## src/rtl/riscv_pkg.sv

```systemverilog
// Shared core definitions: datapath width plus the hazard unit's forwarding
// select and sequencer state encodings.
package riscv_pkg;

    localparam int XLEN = 32;

    typedef enum logic [1:0] {
        FWD_NONE = 2'b00,
        FWD_WB   = 2'b01,
        FWD_MEM  = 2'b10
    } fwd_sel_e;

    typedef enum logic [1:0] {
        HZ_IDLE  = 2'b00,
        HZ_BUSY  = 2'b01,
        HZ_DRAIN = 2'b10
    } hz_state_e;

endpackage

```

## src/rtl/hz_perf_cnt.sv

```systemverilog
// Stall/flush performance counters: free-running, wrap modulo 2^XLEN,
// each advanced by its own increment enable.
module hz_perf_cnt
    import riscv_pkg::*;
#(
    parameter int XLEN_P = XLEN
) (
    input  logic              clk,
    input  logic              rst,
    input  logic              stall_inc,
    input  logic              flush_inc,
    output logic [XLEN_P-1:0] stall_cnt,
    output logic [XLEN_P-1:0] flush_cnt
);

    logic [XLEN_P-1:0] stall_cnt_q, stall_cnt_d;
    logic [XLEN_P-1:0] flush_cnt_q, flush_cnt_d;

    always_comb begin
        stall_cnt_d = stall_cnt_q;
        flush_cnt_d = flush_cnt_q;
        if (stall_inc) stall_cnt_d = stall_cnt_q + 1'b1;
        if (flush_inc) flush_cnt_d = flush_cnt_q + 1'b1;
    end

    always_ff @(posedge clk) begin
        if (rst) begin
            stall_cnt_q <= '0;
            flush_cnt_q <= '0;
        end else begin
            stall_cnt_q <= stall_cnt_d;
            flush_cnt_q <= flush_cnt_d;
        end
    end

    assign stall_cnt = stall_cnt_q;
    assign flush_cnt = flush_cnt_q;

endmodule

```

## src/rtl/hazard_ctrl.sv

```systemverilog
// Pipeline hazard controller: EX forwarding, load-use stalls, branch flushes
// and the mul/div start/done sequencer that freezes the front of the pipe.
module hazard_ctrl
    import riscv_pkg::*;
#(
    parameter int XLEN_P = XLEN,
    parameter int REG_AW = 5
) (
    input  logic              clk,
    input  logic              rst,
    input  logic [REG_AW-1:0] Rs1D,
    input  logic [REG_AW-1:0] Rs2D,
    input  logic [REG_AW-1:0] Rs1E,
    input  logic [REG_AW-1:0] Rs2E,
    input  logic [REG_AW-1:0] RdE,
    input  logic [REG_AW-1:0] RdM,
    input  logic [REG_AW-1:0] RdW,
    input  logic              LoadE,
    input  logic              RegWriteM,
    input  logic              RegWriteW,
    input  logic              PCSrcE,
    input  logic              MdStartE,
    input  logic              MdDone,
    output logic              MdGo,
    output logic              StallF,
    output logic              StallD,
    output logic              StallE,
    output logic              FlushD,
    output logic              FlushE,
    output logic              FlushM,
    output logic [1:0]        ForwardAE,
    output logic [1:0]        ForwardBE,
    output logic [XLEN_P-1:0] StallCnt,
    output logic [XLEN_P-1:0] FlushCnt
);

    hz_state_e state_q, state_d;
    fwd_sel_e  fwd_a, fwd_b;
    logic      lwstall;
    logic      flush_inc;

    always_comb begin
        fwd_a = FWD_NONE;
        fwd_b = FWD_NONE;
        if (RegWriteM && RdM != '0 && RdM == Rs1E)      fwd_a = FWD_MEM;
        else if (RegWriteW && RdW != '0 && RdW == Rs1E) fwd_a = FWD_WB;
        if (RegWriteM && RdM != '0 && RdM == Rs2E)      fwd_b = FWD_MEM;
        else if (RegWriteW && RdW != '0 && RdW == Rs2E) fwd_b = FWD_WB;
    end

    assign lwstall = LoadE && RdE != '0 && (RdE == Rs1D || RdE == Rs2D);

    // Outputs must react in the same cycle as the request, so they decode
    // from the current state and inputs rather than coming from flops.
    always_comb begin
        state_d   = state_q;
        MdGo      = 1'b0;
        StallF    = 1'b0;
        StallD    = 1'b0;
        StallE    = 1'b0;
        FlushD    = 1'b0;
        FlushE    = 1'b0;
        FlushM    = 1'b0;
        flush_inc = 1'b0;
        ForwardAE = fwd_a;
        ForwardBE = fwd_b;
        if (rst) begin
            state_d   = HZ_IDLE;
            FlushD    = 1'b1;
            FlushE    = 1'b1;
            FlushM    = 1'b1;
            ForwardAE = FWD_NONE;
            ForwardBE = FWD_NONE;
        end else begin
            case (state_q)
                HZ_IDLE: begin
                    if (MdStartE) begin
                        MdGo    = 1'b1;
                        StallF  = 1'b1;
                        StallD  = 1'b1;
                        StallE  = 1'b1;
                        FlushM  = 1'b1;
                        state_d = HZ_BUSY;
                    end else if (PCSrcE) begin
                        FlushD    = 1'b1;
                        FlushE    = 1'b1;
                        flush_inc = 1'b1;
                    end else if (lwstall) begin
                        StallF = 1'b1;
                        StallD = 1'b1;
                        FlushE = 1'b1;
                    end
                end
                HZ_BUSY: begin
                    StallF = 1'b1;
                    StallD = 1'b1;
                    StallE = 1'b1;
                    FlushM = 1'b1;
                    if (MdDone) state_d = HZ_DRAIN;
                end
                HZ_DRAIN: state_d = HZ_IDLE;
                default:  state_d = HZ_IDLE;
            endcase
        end
    end

    always_ff @(posedge clk) begin
        if (rst) state_q <= HZ_IDLE;
        else     state_q <= state_d;
    end

    hz_perf_cnt #(.XLEN_P(XLEN_P)) u_perf_cnt (
        .clk       (clk),
        .rst       (rst),
        .stall_inc (StallF),
        .flush_inc (flush_inc),
        .stall_cnt (StallCnt),
        .flush_cnt (FlushCnt)
    );

endmodule
```

## config.mk

```make
export PLATFORM = sky130hd
export DESIGN_NAME = hazard_ctrl
export DESIGN_NICKNAME = d
export VERILOG_FILES = /design/src/rtl/riscv_pkg.sv /design/src/rtl/hz_perf_cnt.sv /design/src/rtl/hazard_ctrl.sv
export SDC_FILE = /design/constraint.sdc
export NUM_CORES = 1
export LEC_CHECK = 0
export CELL_PAD_IN_SITES_DETAIL_PLACEMENT = 2
export CELL_PAD_IN_SITES_GLOBAL_PLACEMENT = 2
export CORE_MARGIN = 2
export CORE_UTILIZATION = 28
export DETAILED_ROUTE_END_ITERATION = 8
export GPL_ROUTABILITY_DRIVEN = 0
export PLACE_DENSITY = 0.93
export SYNTH_ARGS = -nofsm -noshare
export SYNTH_HDL_FRONTEND = slang
export SYNTH_SLANG_ARGS = --single-unit
```

## constraint.sdc

```tcl
create_clock -name clk -period 3.2 [get_ports clk]
set_input_delay 0.48 -clock clk [delete_from_list [all_inputs] [get_ports clk]]
set_output_delay 0.48 -clock clk [all_outputs]
set_load 0.01 [all_outputs]
```

### After elaboration in Yosys (flattened, before gate mapping)

Index checks and enable logic that the tools add are counted.

* bits in registers: 66
* output and inout bits: 75

* add/subtract/negate cells: 2
* equality and inequality tests: 9
* multiplexer cells: 29
* reductions and logical operators: 14

Operator list (number)
* adder 32 x 1 -> 32 bit, second input constant: 2
* equality test 5 bit: 6
* 2-to-1 mux 1 bit: 20
* nonzero test 5 bit: 3
* 2-to-1 mux 2 bit: 6
* logical AND 1 bit: 8
* != test 2 bit, second input constant: 2
* one-hot mux 1 bit (2 select lines): 2
* one-hot mux 2 bit (2 select lines): 1
* equality test 2 x 1 -> 1 bit, second input constant: 1
* zero test 2 bit: 1
* AND reduction 2 bit: 1
* logical OR 1 bit: 1

### Longest topological paths before layout

Gate-level depths: netlist of run 1.

* depth in word-level cells: 8
* depth in mapped cells: 9

### Hierarchy

From an unflattened synthesis of run 1, not the netlist that was laid out.

* cells, all modules: 427
* area total of the unflattened synthesis: 3572.2 um2

Modules (own cells, without submodules)
* hz_perf_cnt: times used 1, cells each 354, area each 3019.1 um2, seq. area each 1281.2 um2
* hazard_ctrl: times used 1, cells each 73, area each 553.0 um2, seq. area each 40.0 um2

### Least setup slack after synthesis of run 1

Ideal clock, no wire load.

* path kind: input -> output
* from: input port RdM[1]
* to: output port ForwardAE[0]
* arrival time: 1.843 ns
* required time: 2.720 ns
* slack: 0.877 ns
* cell stages on the path: 4
* path buffers: 0
* path through: or4_1 -> o21ai_0 -> nor3_1 -> nor4_1

* cells in the longest elaborated chain, start to end: 5

RTL lines
* start: declaration: RTL line hazard_ctrl.sv:16 `input logic [REG_AW-1:0] RdM,`
* nonzero test 5 bit: RTL line hazard_ctrl.sv:45 `if (RegWriteM && RdM != '0 && RdM == Rs1E) fwd_a = FWD_MEM;`
* logical AND 1 bit: RTL line hazard_ctrl.sv:45
* logical AND 1 bit (*): RTL line hazard_ctrl.sv:45
* 2-to-1 mux 2 bit (*): RTL line hazard_ctrl.sv:45
* 2-to-1 mux 2 bit (*): RTL line hazard_ctrl.sv:67 `if (rst) begin`
* end: declaration: RTL line hazard_ctrl.sv:31 `output logic [1:0] ForwardAE,`

Mark *: on every way between the ends. The rest lies on a longest branch, timed or not.

### Final worst setup path of run 1

Same ends and word-level chain as after synthesis.

==> results.yml, run 1 <==
clock_network:
  numCtsBuffers: 9
  ctsHoldBuffers: 0
  cts_tree: "built"
  htree_levels: 3
  clockBufferDepth: 2
  path_clk_slew_ns: 0.05
  clkSinkCount: 66
  clock_latency_ns: 0.33
  cts_setup_buffers: 0
  root_buffer: "clkbuf_16"
layout:
  drive_gt1_share_pct: 7.919
  n_antenna_cell: 0
  syn2layout_area_growth_pct: 47.60
  nets: 584
  layout_commonest_cell: "clkdlybuf4s50_1"
  mostFrequentLayoutCells: "clkdlybuf4s50_1 (115), dfxtp_1 (66), nand3_1 (34), a21oi_1 (34), nor2_1 (32)"
  fin_area_mm2: 0.005223
logic_synthesis:
  synth_area_mm2: 0.003538
  synth_mux_area_share_pct: 1.414
  ys_seq_area_share_pct: 37.34
  synth_nets: 464
  yosys.area_share.simple_pct: 31.82
  avgSynthCellArea_um2: 8.445
  post_synth_fa_ha_maj_area_fraction_pct: 0.7072
  synthArstFlopShare_pct: 0
  ys_types: 42
  synth_xor_area_share_pct: 13.37
  synth_top_family_by_area: "simple AND/OR/NAND/NOR gates"
  ys.flop_type: "dfxtp_1"
  ys_warn_count: 0
  postSynthCellCount: 419
  synth-compound-area-share_pct: 12.23
  synth_enable_flop_cells: 0
  ys_ff_latch: 66
worst_setup_path:
  cp.arrival_ns: 2.68
  path_buf_inv: 2
  crit_top_cell: "clkdlybuf4s50_1"
  cp_top_family: "buffers and inverters"
  cp-start-kind: "input pin"
  slowest_stage: "clkdlybuf4s50_1"
  critPathRequiredTime_ns: 2.72
  worstSetupPathType: "in -> out"
  worstSetupEndpointType: "output pin"
  crit_chain: "clkdlybuf4s50_1, or4_1, o21ai_2, nor3_1, nor4_1, clkdlybuf4s50_1"
  crit_fanout: 3
  critPathMaxStageDelay_ns: 0.60
global_routing:
  grt_pass1_vias: 4092
  grt_pass1_wl_mm: 21.45
  grt_use_total_pct: 20.26
  antenna_found_initial: 0
  overflow: 0
  grt_max_degree: 57
placement:
  place_area_mm2: 0.004938
  port_buffers: 117
  dp_hpwl_mm: 9.954
timing:
  min_period_over_period_pct: 98.68
  period_needed_ns: 3.158
  slew_violations: 0
  worstMarginPinSlew_ns: 0.5404
  setup-violations-final: 0
  fin_skew_ns: 0.005577
  relSlewSlack_pct: 63.98
  fmax_mhz: 316.7
  rsz0062_at_grt: "false"
  finalSetupTns_ns: 0
  hold_viol_final: 0
route:
  drt-initial-drc-count: 197
  vias_per_cell: 5.150
  drt-total-wl_mm: 13.07
  route.detailed.drc: 0
  wl_per_cell_um: 18.27
  vias: 3682
  ant_nets: 0
  drt-pass1-iter-count: 4
power:
  powerDensity_mw_per_mm2: 374.5
  p_leak_nw: 1.723
  power_w: 0.001956
  peakVddDrop_uv: 170.9
floorplanning:
  core_mm2: 0.01247
  die_x_um: 116.4
  dieArea_mm2: 0.01355
  row_count: 41
  ios: 118
  die_y_um: 116.4
  start_util_pct: 28.39
run:
  max_cap_violations: 0
status:
  run_status: "finished, final reports clean"
hold_path:
  hold_class: "reg -> reg"
[final timing paths]
check | endpoint | slack, ns | start | cells after the start
max reg2reg | u_perf_cnt.stall_cnt[28] | 0.89 | u_perf_cnt.stall_cnt[9] | 6
min | u_perf_cnt.stall_cnt[31] | 0.48 | u_perf_cnt.stall_cnt[31] | 2
max | ForwardAE[0] | 0.04 | RdM[1] | 6
min reg2reg | u_perf_cnt.stall_cnt[31] | 0.48 | u_perf_cnt.stall_cnt[31] | 2
[cells by family after synthesis]
logic type | count (synthesis)
simple gates | 192
compound gates | 77
mux | 5
flops | 66
xor+xnor | 54
fa+ha+maj | 2
buf+inv | 23
[where the power goes]
group / internal [W] / leakage [nW] / switching (W)
Combinational: 0.000111 / 1.05 / 0.0000959
Sequential: 0.000828 / 0.532 / 0.00000999
Clock: 0.000558 / 0.138 / 0.000353
Total: 0.00150 / 1.72 / 0.000459
[Yosys cell counts (12+ instances only)]
cell type / n / area share [%]
xnor2_1: 31 / 7.7
o21ai_0: 19 / 2.7
or3_1: 21 / 3.7
nand2_1: 23 / 2.4
or4_1: 18 / 3.8
clkbuf_1: 12 / 1.3
xor2_1: 23 / 5.7
o31ai_1: 13 / 2.8
nor2_1: 32 / 3.4
dfxtp_1: 66 / 37
nand3_1: 34 / 4.8
a21oi_1: 34 / 4.8
[worst register-to-register path: cells and delay by family (launching register included)]
kind	cells	cell delay, ns
AO/OA/AOI/OAI	1	0.15
flip-flops	1	0.43
AND/OR/NAND/NOR	5	1.66
[flip-flops by register name, indices dropped and copies added (netlist names)]
register / count
state_q: 2
u_perf_cnt.stall_cnt: 32
u_perf_cnt.flush_cnt: 32
[layout make-up]
cell class / count / area (µm²)
Clock buffer: 12 / 256.5
Clock inverter: 3 / 15.01
Fill cell: 1411 / 7243
Inverter: 3 / 11.26
Multi-Input combinational cell: 330 / 2132
Sequential cell: 66 / 1321
Tap cell: 172 / 215.2
Timing Repair Buffer: 129 / 1271
[per-stage QoR]
| step | hold slack (ns) | cells | utilization, % | setup slack, ns |
|---|---|---|---|---|
| after global placement | 0.4580 | 700 | 39.62 | 0.06503 |
| after CTS | 0.4853 | 715 | 41.87 | 0.01751 |
| after detailed placement | 0.4779 | 700 | 39.62 | -0.2149 |
| after floorplan | 0.4935 | 419 | - | 0.8769 |
| after global routing | 0.5250 | 715 | 41.89 | 0.001000 |
| final | 0.4822 | 715 | 41.89 | 0.04228 |
[layer usage]
layer / GRT usage [%] / part of all wire, % / vias up
met5: 0 / 0 / -
met4: 5.476 / 1.4 / 0
met3: 3.996 / 3.2 / 16
met2: 37.79 / 53 / 81
met1: 23.50 / 42 / 1817
li1: - / - / 1768
[repair_timing]
action                                  CTS  global route
hold endpoints to repair                  0             0
pin swaps                                 0             0
endpoints found under the setup margin    2             1
resized for setup                         3             1
gates cloned                              0             0
(Power assumes the default switching activity.)
==> run 2, diff against run 1 <==
--- a/config.mk
+++ b/config.mk
@@ -7,6 +7,7 @@
 export LEC_CHECK = 0
 export CELL_PAD_IN_SITES_DETAIL_PLACEMENT = 2
 export CELL_PAD_IN_SITES_GLOBAL_PLACEMENT = 2
+export CORE_ASPECT_RATIO = 0.75
 export CORE_MARGIN = 2
 export CORE_UTILIZATION = 28
 export DETAILED_ROUTE_END_ITERATION = 8
==> results.yml, run 2 (synthesized netlist as in run 1, its figures left out) <==
status:
  run_status: "finished, final reports clean"
global_routing:
  grt_pass1_vias: 4073
  antenna_found_initial: 0
  grt_pass1_wl_mm: 20.42
  grt_use_total_pct: 18.77
  grt_max_degree: 57
  overflow: 0
floorplanning:
  start_util_pct: 28.75
  dieArea_mm2: 0.01356
  core_mm2: 0.01231
  die_y_um: 101.4
  die_x_um: 133.8
  ios: 118
  row_count: 35
power:
  peakVddDrop_uv: 341.8
  pwr-share-clk_pct: 46.3
  p_comb_share_pct: 10.5
  powerDensity_mw_per_mm2: 372.3
  p_seq_share_pct: 43.2
  p_sw_w: 0.0004596
  internal-power_w: 0.001479
  p_leak_nw: 1.705
  swShare_pct: 23.71
layout:
  drive_gt1_share_pct: 7.904
  nets: 584
  final_util_pct: 42.32
  fin_area_mm2: 0.005207
  n_antenna_cell: 0
  mostFrequentLayoutCells: "clkdlybuf4s50_1 (114), dfxtp_1 (66), nand3_1 (34), a21oi_1 (34), nor2_1 (32)"
  fin_cells: 710
  layout_commonest_cell: "clkdlybuf4s50_1"
  fill_cells: 1350
  syn2layout_area_growth_pct: 47.17
route:
  wl_met1_mm: 5.300
  drt-total-wl_mm: 12.51
  vias_per_cell: 5.158
  wl_per_cell_um: 17.61
  route.met2.wl_mm: 6.299
  top_layer_used: "met4"
  drt-initial-drc-count: 146
  route.detailed.drc: 0
  vias: 3662
  ant_nets: 0
  wl_met3_um: 785
  drt-pass1-iter-count: 4
timing:
  min_period_over_period_pct: 97.05
  slew_violations: 0
  rsz0062_at_grt: "false"
  relSlewSlack_pct: 61.14
  fmax_mhz: 322.0
  period_needed_ns: 3.106
  hold_viol_final: 0
  worstMarginPinSlew_ns: 0.5829
  setup-violations-final: 0
  timing.hold.ws_ns: 0.4805
  fin_skew_ns: 0.008279
clock_network:
  clkSinkCount: 66
  ctsHoldBuffers: 0
  cts_resized: 4
  cts_tree: "built"
  clockBufferDepth: 2
  root_buffer: "clkbuf_16"
  htree_levels: 3
  path_clk_slew_ns: 0.05
  cts_setup_buffers: 0
  numCtsBuffers: 9
  clock_latency_ns: 0.33
worst_setup_path:
  slowest_stage: "or4_1"
  critPathMaxStageDelay_ns: 0.55
  cp_top_family: "buffers and inverters"
  path_buf_inv: 2
  crit_top_cell: "clkdlybuf4s50_1"
  crit_chain: "clkdlybuf4s50_1, or4_1, o21a_1, a31o_2, clkdlybuf4s50_1"
  crit_fanout: 6
  critPathRequiredTime_ns: 2.72
  cp-start-kind: "input pin"
  cp.arrival_ns: 2.63
  worstSetupEndpointType: "output pin"
  worstSetupPathType: "in -> out"
placement:
  place_area_mm2: 0.004931
  dp_hpwl_mm: 9.715
  port_buffers: 117
  dp.cells: 694
hold_path:
  hold_class: "reg -> reg"
run:
  max_cap_violations: 0
run 2: worst min-delay path: stages, from the launching register on:
cell	delay [ns]
dfxtp_1	0.31
o21ai_0	0.07
a21oi_1	0.06
run 2: final cells by class:
type | instances | area, µm² | area share, %
Clock buffer | 11 | 242.7 | 4.661
Clock inverter | 5 | 30.03 | 0.5766
Inverter | 3 | 11.26 | 0.2162
Multi-Input combinational cell | 330 | 2128 | 40.87
Sequential cell | 66 | 1321 | 25.37
Tap cell | 166 | 207.7 | 3.988
Timing Repair Buffer | 129 | 1266 | 24.32
run 2: path summary, 6_finish.rpt:
kind / start / endpoint / slack (ns) / depth (start not counted)
setup / recovery: RdE[1] / StallF / 0.09 / 5
hold / removal: u_perf_cnt.flush_cnt[31] / u_perf_cnt.flush_cnt[31] / 0.48 / 2
setup reg to reg: u_perf_cnt.stall_cnt[9] / u_perf_cnt.stall_cnt[28] / 0.91 / 6
hold reg to reg: u_perf_cnt.flush_cnt[31] / u_perf_cnt.flush_cnt[31] / 0.48 / 2
run 2: per-layer routing:
layer | global-route usage (%) | vias to the layer above
li1 | - | 1761
met1 | 21.66 | 1789
met2 | 34.75 | 99
met3 | 5.656 | 13
met4 | 3.682 | 0
met5 | 0 | -
run 2: power by group through the flow:
| stage | Combinational [W] | Clock (W) | Sequential, W |
|---|---|---|---|
| floorplan | 0.0000817 | 0 | 0.000855 |
| global placement | 0.000194 | 0 | 0.000854 |
| detailed placement | 0.000205 | 0 | 0.000855 |
| CTS | 0.000206 | 0.000927 | 0.000837 |
| global route | 0.000220 | 0.000967 | 0.000838 |
| finish | 0.000204 | 0.000897 | 0.000838 |
run 2: metrics by stage:
stage	setup slack (ns)	total power [W]	TNS, ns
finish	0.09424	0.001939	0
global route	0.04051	0.002025	0
CTS	0.09156	0.001970	0
detailed placement	-0.2164	0.001059	-0.3342
global placement	0.07327	0.001049	0
floorplan	0.8769	0.0009365	0
==> run 3, diff against run 2 <==
--- a/config.mk
+++ b/config.mk
@@ -5,6 +5,7 @@
 export SDC_FILE = /design/constraint.sdc
 export NUM_CORES = 1
 export LEC_CHECK = 0
+export ABC_CLOCK_PERIOD_IN_PS = 3200
 export CELL_PAD_IN_SITES_DETAIL_PLACEMENT = 2
 export CELL_PAD_IN_SITES_GLOBAL_PLACEMENT = 2
 export CORE_ASPECT_RATIO = 0.75
==> results of run 3 <==
Same layout as run 2: the final DEF is identical, and so are final timing and power.
